**config.mk**
```make
export PLATFORM = sky130hd
export DESIGN_NAME = ysyx_25020047_lsu
export DESIGN_NICKNAME = d
export VERILOG_FILES = /design/src/rtl/ysyx_25020047_pkg.sv /design/src/rtl/ysyx_25020047_lsu_align.sv /design/src/rtl/ysyx_25020047_lsu.sv
export SDC_FILE = /design/constraint.sdc
export NUM_CORES = 1
export LEC_CHECK = 0
export CORE_MARGIN = 5
export CORE_UTILIZATION = 30
export CTS_BUF_LIST = sky130_fd_sc_hd__clkbuf_8
export CTS_CLUSTER_DIAMETER = 40
export DETAILED_ROUTE_END_ITERATION = 7
export HOLD_SLACK_MARGIN = 0.15
export PLACE_DENSITY = 0.66
export SYNTH_ARGS = -nofsm -noshare
export SYNTH_HDL_FRONTEND = slang
export SYNTH_SLANG_ARGS = --single-unit
export TNS_END_PERCENT = 20
```
**constraint.sdc**
```tcl
create_clock -name clk -period 9.6 [get_ports clk]
set_clock_uncertainty 0.15 [all_clocks]
set_input_delay 0.96 -clock clk [delete_from_list [all_inputs] [get_ports clk]]
set_output_delay 0.96 -clock clk [all_outputs]
set_load 0.1 [all_outputs]
```
**src/rtl/ysyx_25020047_pkg.sv**
```systemverilog
`default_nettype none
// ============================================================================
//  Module   : ysyx_25020047_pkg
//  Brief    : Shared types and constants for the LSU: one-hot instruction
//             codes, FSM state encoding and byte-mask width.
//  Revision : 1.0 - initial release
// ============================================================================
package ysyx_25020047_pkg;

   localparam int XLEN   = 32;
   localparam int MASK_W = XLEN / 8;

   // One-hot opcode encoding delivered by the EXU
   localparam logic [31:0] INST_LW  = 32'h0000_0020;
   localparam logic [31:0] INST_LBU = 32'h0000_0040;
   localparam logic [31:0] INST_SW  = 32'h0000_0080;
   localparam logic [31:0] INST_SB  = 32'h0000_0100;

   typedef enum logic [1:0] {
      ST_IDLE = 2'd0,
      ST_REQ  = 2'd1,
      ST_RESP = 2'd2,
      ST_DONE = 2'd3
   } lsu_state_e;

   // Byte-wide accesses are the only sub-word widths this LSU supports
   function automatic logic is_byte_access(input logic [31:0] inst_type);
      return |(inst_type & (INST_LBU | INST_SB));
   endfunction

endpackage : ysyx_25020047_pkg
`default_nettype wire

```
**src/rtl/ysyx_25020047_lsu_align.sv**
```systemverilog
`default_nettype none
// ============================================================================
//  Module   : ysyx_25020047_lsu_align
//  Brief    : Combinational lane steering. Extracts a zero-extended byte from
//             a read word and builds store data / byte strobes.
//  Revision : 1.0 - initial release
// ============================================================================
module ysyx_25020047_lsu_align
   import ysyx_25020047_pkg::*;
(
   input  logic [1:0]        i_addr_lo,
   input  logic              i_byte,
   input  logic [XLEN-1:0]   i_wdata,
   input  logic [XLEN-1:0]   i_rdata,
   output logic [XLEN-1:0]   o_st_data,
   output logic [MASK_W-1:0] o_st_mask,
   output logic [XLEN-1:0]   o_ld_data
);

   logic [7:0] w_lane;

   // Pick the addressed byte lane of the read word
   always_comb begin
      w_lane = i_rdata[7:0];
      case (i_addr_lo)
         2'd0:    w_lane = i_rdata[7:0];
         2'd1:    w_lane = i_rdata[15:8];
         2'd2:    w_lane = i_rdata[23:16];
         default: w_lane = i_rdata[31:24];
      endcase
   end

   // Width-dependent load result and store packing
   always_comb begin
      o_ld_data = i_rdata;
      o_st_data = i_wdata;
      o_st_mask = 4'hF;
      if (i_byte) begin
         o_ld_data = {24'h0, w_lane};
         o_st_data = {4{i_wdata[7:0]}};
         o_st_mask = 4'b0001 << i_addr_lo;
      end
   end

endmodule : ysyx_25020047_lsu_align
`default_nettype wire

```
**src/rtl/ysyx_25020047_lsu.sv**
```systemverilog
`default_nettype none
// ============================================================================
//  Module   : ysyx_25020047_lsu
//  Brief    : Load/store unit between EXU and WBU. Runs a req/gnt +
//             rvalid transaction for memory ops and passes other results
//             through with one cycle of latency.
//  Options  : YSYX_25020047_LSU_MISALIGN_CHK_EN - flag misaligned lw/sw
//             via out_err instead of issuing the access.
//  Revision : 1.0 - initial release
// ============================================================================
module ysyx_25020047_lsu
   import ysyx_25020047_pkg::*;
(
   input  logic              clk,
   input  logic              rst,
   // EXU side
   input  logic              in_valid,
   output logic              in_ready,
   input  logic [31:0]       in_inst_type,
   input  logic [XLEN-1:0]   in_addr,
   input  logic [XLEN-1:0]   in_wdata,
   input  logic              in_read,
   input  logic              in_write,
   input  logic              in_reg_wen,
   // WBU side
   output logic              out_valid,
   input  logic              out_ready,
   output logic [XLEN-1:0]   out_wb_data,
   output logic              out_reg_wen,
   output logic              out_err,
   // Data-memory port
   output logic              mem_req,
   input  logic              mem_gnt,
   output logic [XLEN-1:0]   mem_addr,
   output logic              mem_wen,
   output logic [XLEN-1:0]   mem_wdata,
   output logic [MASK_W-1:0] mem_wmask,
   input  logic              mem_rvalid,
   input  logic [XLEN-1:0]   mem_rdata
);

   lsu_state_e        r_state;
   lsu_state_e        w_state_nxt;

   logic [1:0]        r_addr_lo;
   logic              r_is_byte;
   logic              r_write;
   logic [XLEN-1:0]   r_mem_addr;
   logic              r_mem_wen;
   logic [XLEN-1:0]   r_mem_wdata;
   logic [MASK_W-1:0] r_mem_wmask;
   logic [XLEN-1:0]   r_wb_data;
   logic              r_reg_wen;
   logic              r_err;

   logic              w_accept;
   logic              w_mem_op;
   logic              w_is_byte;
   logic              w_misalign;
   logic              w_rsp;
   logic              w_idle;
   logic [1:0]        w_al_addr_lo;
   logic              w_al_byte;
   logic [XLEN-1:0]   w_st_data;
   logic [MASK_W-1:0] w_st_mask;
   logic [XLEN-1:0]   w_ld_data;

   assign w_idle    = (r_state == ST_IDLE);
   assign w_accept  = w_idle & in_valid;
   assign w_mem_op  = in_read | in_write;
   assign w_is_byte = is_byte_access(in_inst_type);

`ifdef YSYX_25020047_LSU_MISALIGN_CHK_EN
   assign w_misalign = w_mem_op & ~w_is_byte & (in_addr[1:0] != 2'b00);
`else
   assign w_misalign = 1'b0;
`endif

   // A response counts only while a transaction is actually outstanding
   assign w_rsp = mem_rvalid & (((r_state == ST_REQ) & mem_gnt) | (r_state == ST_RESP));

   // Store packing uses the incoming operands at accept time; load
   // extraction uses the captured address while the response arrives.
   assign w_al_addr_lo = w_idle ? in_addr[1:0] : r_addr_lo;
   assign w_al_byte    = w_idle ? w_is_byte    : r_is_byte;

   ysyx_25020047_lsu_align u_align (
      .i_addr_lo (w_al_addr_lo),
      .i_byte    (w_al_byte),
      .i_wdata   (in_wdata),
      .i_rdata   (mem_rdata),
      .o_st_data (w_st_data),
      .o_st_mask (w_st_mask),
      .o_ld_data (w_ld_data)
   );

   // FSM state register
   always_ff @(posedge clk or posedge rst) begin
      if (rst) r_state <= ST_IDLE;
      else     r_state <= w_state_nxt;
   end

   // FSM next-state logic
   always_comb begin
      w_state_nxt = r_state;
      case (r_state)
         ST_IDLE: if (in_valid) w_state_nxt = (w_mem_op & ~w_misalign) ? ST_REQ : ST_DONE;
         ST_REQ:  if (mem_gnt)  w_state_nxt = mem_rvalid ? ST_DONE : ST_RESP;
         ST_RESP: if (mem_rvalid) w_state_nxt = ST_DONE;
         ST_DONE: if (out_ready) w_state_nxt = ST_IDLE;
         default: w_state_nxt = ST_IDLE;
      endcase
   end

   // Capture the instruction on accept and the load result on response
   always_ff @(posedge clk or posedge rst) begin
      if (rst) begin
         r_addr_lo   <= 2'b00;
         r_is_byte   <= 1'b0;
         r_write     <= 1'b0;
         r_mem_addr  <= '0;
         r_mem_wen   <= 1'b0;
         r_mem_wdata <= '0;
         r_mem_wmask <= '0;
         r_wb_data   <= '0;
         r_reg_wen   <= 1'b0;
         r_err       <= 1'b0;
      end else begin
         if (w_accept) begin
            r_addr_lo   <= in_addr[1:0];
            r_is_byte   <= w_is_byte;
            r_write     <= in_write;
            r_mem_addr  <= {in_addr[XLEN-1:2], 2'b00};
            r_mem_wen   <= in_write;
            r_mem_wdata <= in_write ? w_st_data : '0;
            r_mem_wmask <= w_st_mask;
            // Memory ops start with zero; loads overwrite on response
            r_wb_data   <= w_mem_op ? '0 : in_addr;
            // Write wins over read, and stores/faults never write back
            r_reg_wen   <= in_reg_wen & ~in_write & ~w_misalign;
            r_err       <= w_misalign;
         end
         if (w_rsp & ~r_write) begin
            r_wb_data <= w_ld_data;
         end
      end
   end

   assign in_ready    = w_idle;
   assign out_valid   = (r_state == ST_DONE);
   assign out_wb_data = r_wb_data;
   assign out_reg_wen = r_reg_wen;
   assign out_err     = r_err;
   assign mem_req     = (r_state == ST_REQ);
   assign mem_addr    = r_mem_addr;
   assign mem_wen     = r_mem_wen;
   assign mem_wdata   = r_mem_wdata;
   assign mem_wmask   = r_mem_wmask;

endmodule : ysyx_25020047_lsu
`default_nettype wire

```
==> key figures, run 1 <==
Route
  • Final antenna-violating net count: 0
  • WL met2: around 8.6 mm
  • Vias/cell: 4.899
  • DRT met1 WL: 7.567 mm
  • DRC viols: 0
  • WL per Instance: 19.29 microns
  • Initial DRT Pass Iterations: 4
  • Total Wirelength: about 17 mm
  • Routed length on met3: between 800 and 900 microns
  • DRT iter0 DRCs: 191
  • Via count: between 4000 and 5000
  • Uppermost layer routed: met4

Yosys
  • Area contributors post-synth: dfrtp_1 (53%), nand2_1 (11%), a22oi_1 (5.9%)
  • Synth area leader: dfrtp_1
  • Ys async rst share: 100.0%
  • Area share of the largest cell type after synthesis: roughly 53%
  • Ys Warns: 0
  • Post-synth cell types: 43
  • Syn avg cell area: approximately 10 sq um
  • Flops & latches, synth: approximately 110
  • Post-synth top cells: nand2_1 (145), dfrtp_1 (105), a22oi_1 (39), mux2i_1 (26), o2bb2ai_1 (24)
  • Post-Synthesis Cells: ~490
  • Predominant post-synthesis flop cell: dfrtp_1
  • Post-synth EDFFs: 0
  • Sequential area share after synthesis: a little over half
  • Cell with the most instances after synthesis: nand2_1
  • Syn Std Cell Area: around 4900 sq um

Floorplanning
  • Die area: roughly 19000 sq um
  • Initial core utilization: a little under a third
  • Chip height: between 100 and 150 microns
  • Die W: approximately 140 microns
  • Row Count: 46
  • I/O pin total: 243
  • Core area: roughly 16000 sq um

Critical path
  • Worst reg-to-reg path cell count: 5
  • Slowest cell on crit path: clkdlybuf4s50_1
  • FF-to-FF Start: r_state[0]$_DFFE_PP0P_
  • WS Path Type: reg -> out
  • Worst EP arrival: approximately 2.9 ns
  • Crit path cell chain: inv_1, ha_1, clkdlybuf4s50_1
  • R2R Setup Slk: approximately 6.0 ns
  • Crit-path max FO: 17
  • Crit-path leading delay family: buffers and inverters
  • Slowest Stage Delay on Critical Path: 1.27 ns
  • R2r endpoint: mem_wdata[30]$_DFFE_PP0P_
  • Worst path bufs/invs: 2
  • CP Launch Type: flip-flop
  • Worst EP required: approximately 8.5 ns
  • CP Capture Type: primary output

Global routing
  • Vias in the first global route: roughly 4500
  • Total grt overflow: 0
  • Initial antenna violation count: 0
  • GRT Util Overall: ~18%
  • Largest net degree at the start of global routing: 67
  • First-pass GRT wire length: about 27 mm

Worst hold path
  • HP Start: mem_wdata[6]$_DFFE_PP0P_
  • Worst Hold Class: reg -> reg
  • Hold path endpoint: mem_wdata[6]$_DFFE_PP0P_
  • Hold path depth: 2

Clock tree
  • Clock Latency Late Sink: about 0.37 ns
  • Clock tree buffer depth: 2
  • # Post-CTS Setup Buffers: 0
  • Hold buffer count at cts: 0
  • Clk sinks: between 100 and 150
  • Post_cts resized: 0
  • CTS tree: done
  • TritonCTS Buffers: 9
  • Root Buffer: clkbuf_8
  • CTS clk-pin slew, worst paths: ~0.1 ns
  • H-tree depth: 3

Layout
  • Area delta synth->final: 49.38%
  • Final core occ: a little under half
  • Layout cell share with drive strength beyond 1: 5.727%
  • # diodes: 0
  • NumNets Final: about 820

Placed design
  • PortBufs: between 200 and 250
  • DP HPWL: approximately 13 mm
  • Placer Congestion: roughly 0.84

Timing
  • Rel. slew slack: between 20 and 25%
  • RSZ-0062 raised after global routing: false
  • Setup violations, final: 0
  • Final Hold Fails: 0
  • Fin crit share: 41.48%
  • Worst-case hold slack: between 0.3 and 0.4 ns
  • Post-layout minimum cycle time: 3.982 ns
  • Setup TNS: 0 ns
  • Least-Margin Pin Slew: about 1.2 ns
  • Slew Viols, Final: 0
  • Highest clock rate: ~250 MHz

Run status
  • Status: completed

Job
  • Max cap viols: 0
## state kept, by name (all words and copies together), names as in the netlist
register     cells
mem_wmask        4
r_is_byte        1
mem_wen          1
r_state          2
out_reg_wen      1
mem_wdata       32
mem_addr        30
out_wb_data     32
r_addr_lo        2
## area by class of cell
type                            instances  area, sq um
Sequential cell                       105         2628
Clock buffer                           10        137.6
Multi-Input combinational cell        346         2112
Inverter                                5        21.27
Clock inverter                          4        93.84
Fill cell                            1545         8631
Timing Repair Buffer                  211         2107
Tap cell                              216        270.3
## per-stage QoR
stage / cell area, sq um / setup slack, ns / std cells
4_1_cts: 7370 / 5.578 / 897
3_3_place_gp: 7138 / 5.843 / 883
5_1_grt: 7370 / 5.502 / 897
2_1_floorplan: 4941 / 5.729 / 493
3_5_place_dp: 7138 / 5.799 / 883
6_report: 7370 / 5.618 / 897
## tightest hold or removal path, stage by stage (launching register included)
cell	delay (ns)
dfrtp_1	0.35
nand2_1	0.05
nand2_1	0.04
## cell families after synthesis
group | after synthesis | synth area share (%)
other cells | 1 | 0.07601
flops | 105 | 53.26
compound gates | 118 | 17.40
mux | 36 | 7.862
simple gates | 185 | 16.08
buf+inv | 42 | 4.312
fa+ha+maj | 4 | 1.014
## how the worst max path moves through the flow
stage | start | end | slack (ns) | depth (start not counted)
6_report | r_state[0]$_DFFE_PP0P_ | in_ready | 5.62 | 3
4_1_cts | r_state[0]$_DFFE_PP0P_ | in_ready | 5.58 | 3
5_1_grt | r_state[0]$_DFFE_PP0P_ | in_ready | 5.50 | 3
3_5_place_dp | in_valid | mem_wdata[15]$_DFFE_PP0P_ | 5.80 | 4
2_1_floorplan | rst | mem_addr[10]$_DFFE_PP0P_ | 5.73 | 1
3_3_place_gp | in_valid | mem_wdata[8]$_DFFE_PP0P_ | 5.84 | 4
## per-layer routing
metal	global-route usage, %	up-vias
met5	0	-
met4	5.824	0
met3	3.655	17
met2	29.68	138
met1	22.67	2159
li1	-	2080
## placed cells by master (no fill, tap or decap), types with 4 or more instances in the layout
| cell type | instances |
|---|---|
| ha_1 | 4 |
| o2bb2ai_1 | 24 |
| dfrtp_1 | 105 |
| nor3b_1 | 7 |
| nand2_1 | 144 |
| clkbuf_8 | 10 |
| a22oi_1 | 39 |
| o21ai_1 | 17 |
| clkdlybuf4s50_1 | 209 |
| inv_1 | 5 |
| o21ai_0 | 16 |
| nor2_1 | 6 |
| a21oi_1 | 5 |
| nand3_1 | 10 |
| mux2i_1 | 26 |
| mux2_2 | 8 |
| a22o_1 | 7 |
| nor2b_1 | 4 |
Power of run 1 is not shown: default switching activity piles up to over one toggle a cycle in this logic, so the estimate is an artifact.
==> run 2, diff against run 1 <==
--- a/config.mk
+++ b/config.mk
@@ -11,7 +11,7 @@
 export CTS_CLUSTER_DIAMETER = 40
 export DETAILED_ROUTE_END_ITERATION = 7
 export HOLD_SLACK_MARGIN = 0.15
-export PLACE_DENSITY = 0.66
+export PLACE_DENSITY = 0.68
 export SYNTH_ARGS = -nofsm -noshare
 export SYNTH_HDL_FRONTEND = slang
 export SYNTH_SLANG_ARGS = --single-unit
==> constraint.sdc (replaced) <==
create_clock -name clk -period 3.3 [get_ports clk]
set_clock_uncertainty 0.15 [all_clocks]
set_input_delay 0.33 -clock clk [delete_from_list [all_inputs] [get_ports clk]]
set_output_delay 0.33 -clock clk [all_outputs]
set_load 0.1 [all_outputs]
==> run 2 against run 1 <==
- register-to-register slack worse by 5.5 ns
- flip-flop and latch count stayed put
- final cell count grew 1.1%
- non-clock buffer count rose by 8
- die area unchanged
- core utilization barely moved
- critical path type is now reg -> reg
- critical endpoint is now out_wb_data[3]$_DFFE_PP0P_
- largest cell class unchanged
- highest routed layer unchanged
==> key figures, run 2 (synthesis gave the netlist of run 1 again) <==
Run status
  • Status: completed

Critical path
  • FF-to-FF Start: r_state[0]$_DFFE_PP0P_
  • Slowest Stage Delay on Critical Path: about 0.57 ns
  • R2R Setup Slk: between 0.5 and 0.6 ns
  • Crit-path max FO: 11
  • Worst EP arrival: ~2.9 ns
  • Worst reg-to-reg path cell count: 6
  • Slowest cell on crit path: ha_1
  • Worst EP required: 3.41 ns
  • WS Path Type: reg -> reg
  • CP Launch Type: flip-flop
  • CP Capture Type: flip-flop
  • Crit path cell chain: inv_1, ha_1, mux2i_4, mux2_2, a22oi_1, o21ai_0
  • R2r endpoint: out_wb_data[3]$_DFFE_PP0P_

Clock tree
  • Post_cts resized: 0
  • # Post-CTS Setup Buffers: 0
  • Root Buffer: clkbuf_8
  • Hold buffer count at cts: 0
  • TritonCTS Buffers: 9
  • Clk sinks: ~110
  • Clock tree buffer depth: 2
  • CTS clk-pin slew, worst paths: about 0.10 ns
  • H-tree depth: 3
  • CTS tree: done
  • Clock Latency Late Sink: 0.38 ns

Route
  • WL per Instance: around 19 microns
  • DRT iter0 DRCs: 203
  • Final antenna-violating net count: 0
  • Initial DRT Pass Iterations: 5
  • Vias/cell: around 5
  • Total Wirelength: between 15 and 20 mm
  • Via count: between 4000 and 5000
  • DRC viols: 0

Layout
  • NumNets Final: ~830
  • Footprint of the multi-input gates: ~2100 sq um
  • Register cell area after layout: between 2000 and 3000 sq um
  • # diodes: 0
  • Layout cell share with drive strength beyond 1: 9.407%
  • Most frequent cells in the layout: clkdlybuf4s50_1 (192), nand2_1 (144), dfrtp_1 (105)
  • Commonest non-fill, non-tap cell in the layout: clkdlybuf4s50_1
  • Area delta synth->final: 49.28%
  • Fillcell total: 1553

Global routing
  • First-pass GRT wire length: about 27 mm
  • Vias in the first global route: around 4700
  • Initial antenna violation count: 0
  • Total grt overflow: 0
  • Largest net degree at the start of global routing: 56
  • GRT Util Overall: between 15 and 20%

Timing
  • Post-layout minimum cycle time: 2.747 ns
  • Fin crit share: about 83%
  • Setup TNS: 0 ns
  • Slew Viols, Final: 0
  • Setup violations, final: 0
  • Highest clock rate: roughly 360 MHz
  • Rel. slew slack: between 30% and 40%
  • RSZ-0062 raised after global routing: false
  • Final Hold Fails: 0
  • Worst Setup Slack, final: 0.5528 ns
  • Least-Margin Pin Slew: just over 1 ns

Floorplanning
  • Initial core utilization: ~31%
  • Die area: around 19000 sq um
  • Chip height: around 140 microns
  • I/O pin total: between 200 and 250
  • Row Count: 46
  • Die W: about 140 microns
  • Core area: ~16000 sq um

Placed design
  • Placer Congestion: between 0.8 and 0.9
  • PortBufs: between 200 and 250
  • Pre-CTS WS: a little under 0.6 ns
  • DP HPWL: ~13 mm

Worst hold path
  • Worst Hold Class: in -> async

Job
  • Max cap viols: 0
[run 2: worst max path at each step]
stage	from	end	cells after the start
after global placement	r_state[0]$_DFFE_PP0P_	out_wb_data[3]$_DFFE_PP0P_	6
final	r_state[0]$_DFFE_PP0P_	out_wb_data[3]$_DFFE_PP0P_	6
after global routing	r_state[0]$_DFFE_PP0P_	mem_wdata[9]$_DFFE_PP0P_	6
after detailed placement	r_state[0]$_DFFE_PP0P_	mem_wdata[9]$_DFFE_PP0P_	6
after CTS	r_state[0]$_DFFE_PP0P_	mem_wdata[9]$_DFFE_PP0P_	6
after floorplan	rst	mem_addr[10]$_DFFE_PP0P_	1
[run 2: stage by stage]
| step | area [sq um] | hold WS [ns] | util, % | cells |
|---|---|---|---|---|
| 2_1_floorplan | 4941 | 0.2854 | - | 493 |
| 3_3_place_gp | 7168 | 0.3015 | 44.80 | 891 |
| 3_5_place_dp | 7168 | 0.3047 | 44.80 | 891 |
| 4_1_cts | 7365 | 0.2065 | 46.03 | 907 |
| 5_1_grt | 7365 | 0.2229 | 46.03 | 907 |
| 6_report | 7365 | 0.2006 | 46.03 | 907 |
[run 2: critical path: cells and delay by family (launching register included)]
family | cells | cell delay (ns)
AOI/OAI and AO/OA | 2 | 0.43
adders and majority gates | 1 | 0.57
buffers and inverters | 1 | 0.15
DFF | 1 | 0.41
muxes | 2 | 0.92
[run 2: metal layers]
layer	track usage [%]	vias up	routed length, microns
met5	0	-	0
met4	7.228	0	571
met3	3.310	37	810
met2	28.65	159	8275
met1	23.35	2230	7592
li1	-	2094	-
[run 2: cell type report]
cell class	count	share of cell area (%)
Clock buffer	10	1.869
Sequential cell	105	35.68
Multi-Input combinational cell	346	28.68
Clock inverter	6	0.7985
Tap cell	216	3.670
Timing Repair Buffer	219	29.02
Inverter	5	0.2888
Power of run 2 is left out for the same reason.
==> run 3, diff against run 2 <==
--- a/config.mk
+++ b/config.mk
@@ -11,7 +11,7 @@
 export CTS_CLUSTER_DIAMETER = 40
 export DETAILED_ROUTE_END_ITERATION = 7
 export HOLD_SLACK_MARGIN = 0.15
-export PLACE_DENSITY = 0.68
+export PLACE_DENSITY = 0.66
 export SYNTH_ARGS = -nofsm -noshare
 export SYNTH_HDL_FRONTEND = slang
 export SYNTH_SLANG_ARGS = --single-unit
==> constraint.sdc (replaced) <==
create_clock -name clk -period 2.8 [get_ports clk]
set_clock_uncertainty 0.15 [all_clocks]
set_input_delay 0.28 -clock clk [delete_from_list [all_inputs] [get_ports clk]]
set_output_delay 0.28 -clock clk [all_outputs]
set_load 0.1 [all_outputs]
==> run 3 against run 2 <==
- flip-flop and latch count stayed put
- final cell count is 0.44% higher
- via count decreased by 1.8%
- global-route usage rose by 0.14 points
- worst setup slack worse by 0.36 ns
- non-clock buffer count up 4
- sequential share of layout area grew 0.72 points
- fmax is 5.3% higher
- design area shrank 2.0%
- register-to-register slack got worse by 0.36 ns
- highest routed layer unchanged
==> key figures, run 3 (synthesis gave the netlist of run 1 again) <==
Run status
  • Status: completed

Route
  • Vias/cell: between 4 and 5
  • WL per Instance: 18.96 microns
  • Initial DRT Pass Iterations: 4
  • DRC viols: 0
  • Total Wirelength: approximately 17 mm
  • Via count: ~4400
  • Final antenna-violating net count: 0
  • DRT iter0 DRCs: around 250

Global routing
  • Met1 Use GR: approximately a quarter
  • Largest net degree at the start of global routing: 53
  • Met3 Use GR: under 10%
  • Initial antenna violation count: 0
  • GRT Util Overall: between 10% and 20%
  • Total grt overflow: 0
  • Vias in the first global route: ~4700
  • Top Usage Layer GRT: met2
  • First-pass GRT wire length: approximately 27 mm
  • GR Layer Usage met2: 29.91%

Clock tree
  • # Post-CTS Setup Buffers: 0
  • Clock Latency Late Sink: between 0.3 and 0.4 ns
  • TritonCTS Buffers: 9
  • CTS tree: done
  • Root Buffer: clkbuf_8
  • H-tree depth: 3
  • Clock tree buffer depth: 2
  • CTS clk-pin slew, worst paths: approximately 0.11 ns
  • Clk sinks: 105

Layout
  • Post-Layout Cell Count: between 900 and 1000
  • # diodes: 0
  • Footprint of the multi-input gates: 2115 sq um
  • Area delta synth->final: 46.31%
  • NumNets Final: between 800 and 900
  • Register cell area after layout: 2628 sq um
  • Fillcell total: roughly 1600
  • Layout cell share with drive strength beyond 1: between 20 and 25%
  • Commonest non-fill, non-tap cell in the layout: nand2_1
  • Most frequent cells in the layout: nand2_1 (143), buf_4 (115), clkdlybuf4s50_1 (106)

Floorplanning
  • Die area: 19110 sq um
  • I/O pin total: 243
  • Core area: about 16000 sq um
  • Row Count: 46
  • Die W: between 100 and 150 microns
  • Chip height: 138.2 microns
  • Initial core utilization: 30.83%

Timing
  • Least-Margin Pin Slew: approximately 0.7 ns
  • Setup violations, final: 0
  • Final Hold Fails: 0
  • Post-layout minimum cycle time: between 2 and 3 ns
  • RSZ-0062 raised after global routing: false
  • Highest clock rate: approximately 380 MHz
  • Fin crit share: ~93%
  • Slew Viols, Final: 0
  • Rel. slew slack: between 50 and 60%

Placed design
  • DP HPWL: about 13 mm
  • Placer Congestion: around 0.80
  • PortBufs: about 210
  • Placed Cells: 894

Critical path
  • Crit-path max FO: 26
  • CP Launch Type: flip-flop
  • CP Capture Type: flip-flop
  • Worst EP arrival: ~2.7 ns
  • WS Path Type: reg -> reg
  • Worst EP required: 2.89 ns

Worst hold path
  • Worst Hold Class: in -> reg

Job
  • Max cap viols: 0
[run 3: cell count changes in the layout (fill, tap and decap cells not counted), sizes merged]
cell	before	now
clkdlybuf4s50	192	106
clkbuf	10	11
dlygate4sd3	0	1
bufinv	1	2
inv	8	4
buf	27	116
clkinv	1	2
clkinvlp	1	2
[run 3: routing by layer]
| metal | up-vias | share of wire, % |
|---|---|---|
| met5 | - | 0 |
| met4 | 0 | 2.2 |
| met3 | 21 | 4.9 |
| met2 | 156 | 50 |
| met1 | 2157 | 43 |
| li1 | 2105 | - |
[run 3: path summary, 6_finish.rpt]
kind                                           from                   endpoint  slack (ns)  cells after the start
setup / recovery             r_state[0]$_DFFE_PP0P_   mem_wdata[8]$_DFFE_PP0P_        0.19                      6
hold / removal                          in_addr[24]   mem_addr[24]$_DFFE_PP0P_        0.29                      3
setup reg to reg             r_state[0]$_DFFE_PP0P_   mem_wdata[8]$_DFFE_PP0P_        0.19                      6
hold reg to reg            mem_wdata[1]$_DFFE_PP0P_   mem_wdata[1]$_DFFE_PP0P_        0.33                      2
max in group asynchronous                       rst  mem_wdata[23]$_DFFE_PP0P_        1.25                      4
min in group asynchronous                       rst    out_reg_wen$_DFFE_PP0P_        0.55                      3
[run 3: per-stage QoR]
stage	util, %	worst slack, ns	instance area [sq um]	setup TNS (ns)	hold slack [ns]
after floorplan	-	-0.06200	4945	-0.9521	0.2354
after global placement	43.60	0.2937	6977	0	0.3019
after detailed placement	43.60	0.1791	6977	0	0.3069
after CTS	45.10	0.1476	7216	0	0.2689
after global routing	45.11	0.04959	7218	0	0.2945
final	45.11	0.1922	7218	0	0.2871
[run 3: worst max-delay path, stage by stage, from the launching register on]
cell     delay [ns]
dfrtp_1        0.41
inv_1          0.13
ha_1           0.45
or3b_1         0.53
nand2_4        0.41
mux2i_1        0.25
o21ai_0        0.12
[run 3: final cells by class]
class / count / area share (%)
timing repair buffer: 223 / 27.08
sequential: 105 / 36.40
clock inverter: 5 / 1.075
clock buffer: 11 / 2.097
inverter: 5 / 0.3120
multi-input combinational: 346 / 29.29
tap: 216 / 3.744
[run 3: what timing repair did]
item	CTS	global route
gates resized for setup	0	1
endpoints found under the hold margin	1	0
endpoints found under the setup margin	0	2
hold buffers	1	0
Power of run 3 is left out for the same reason.
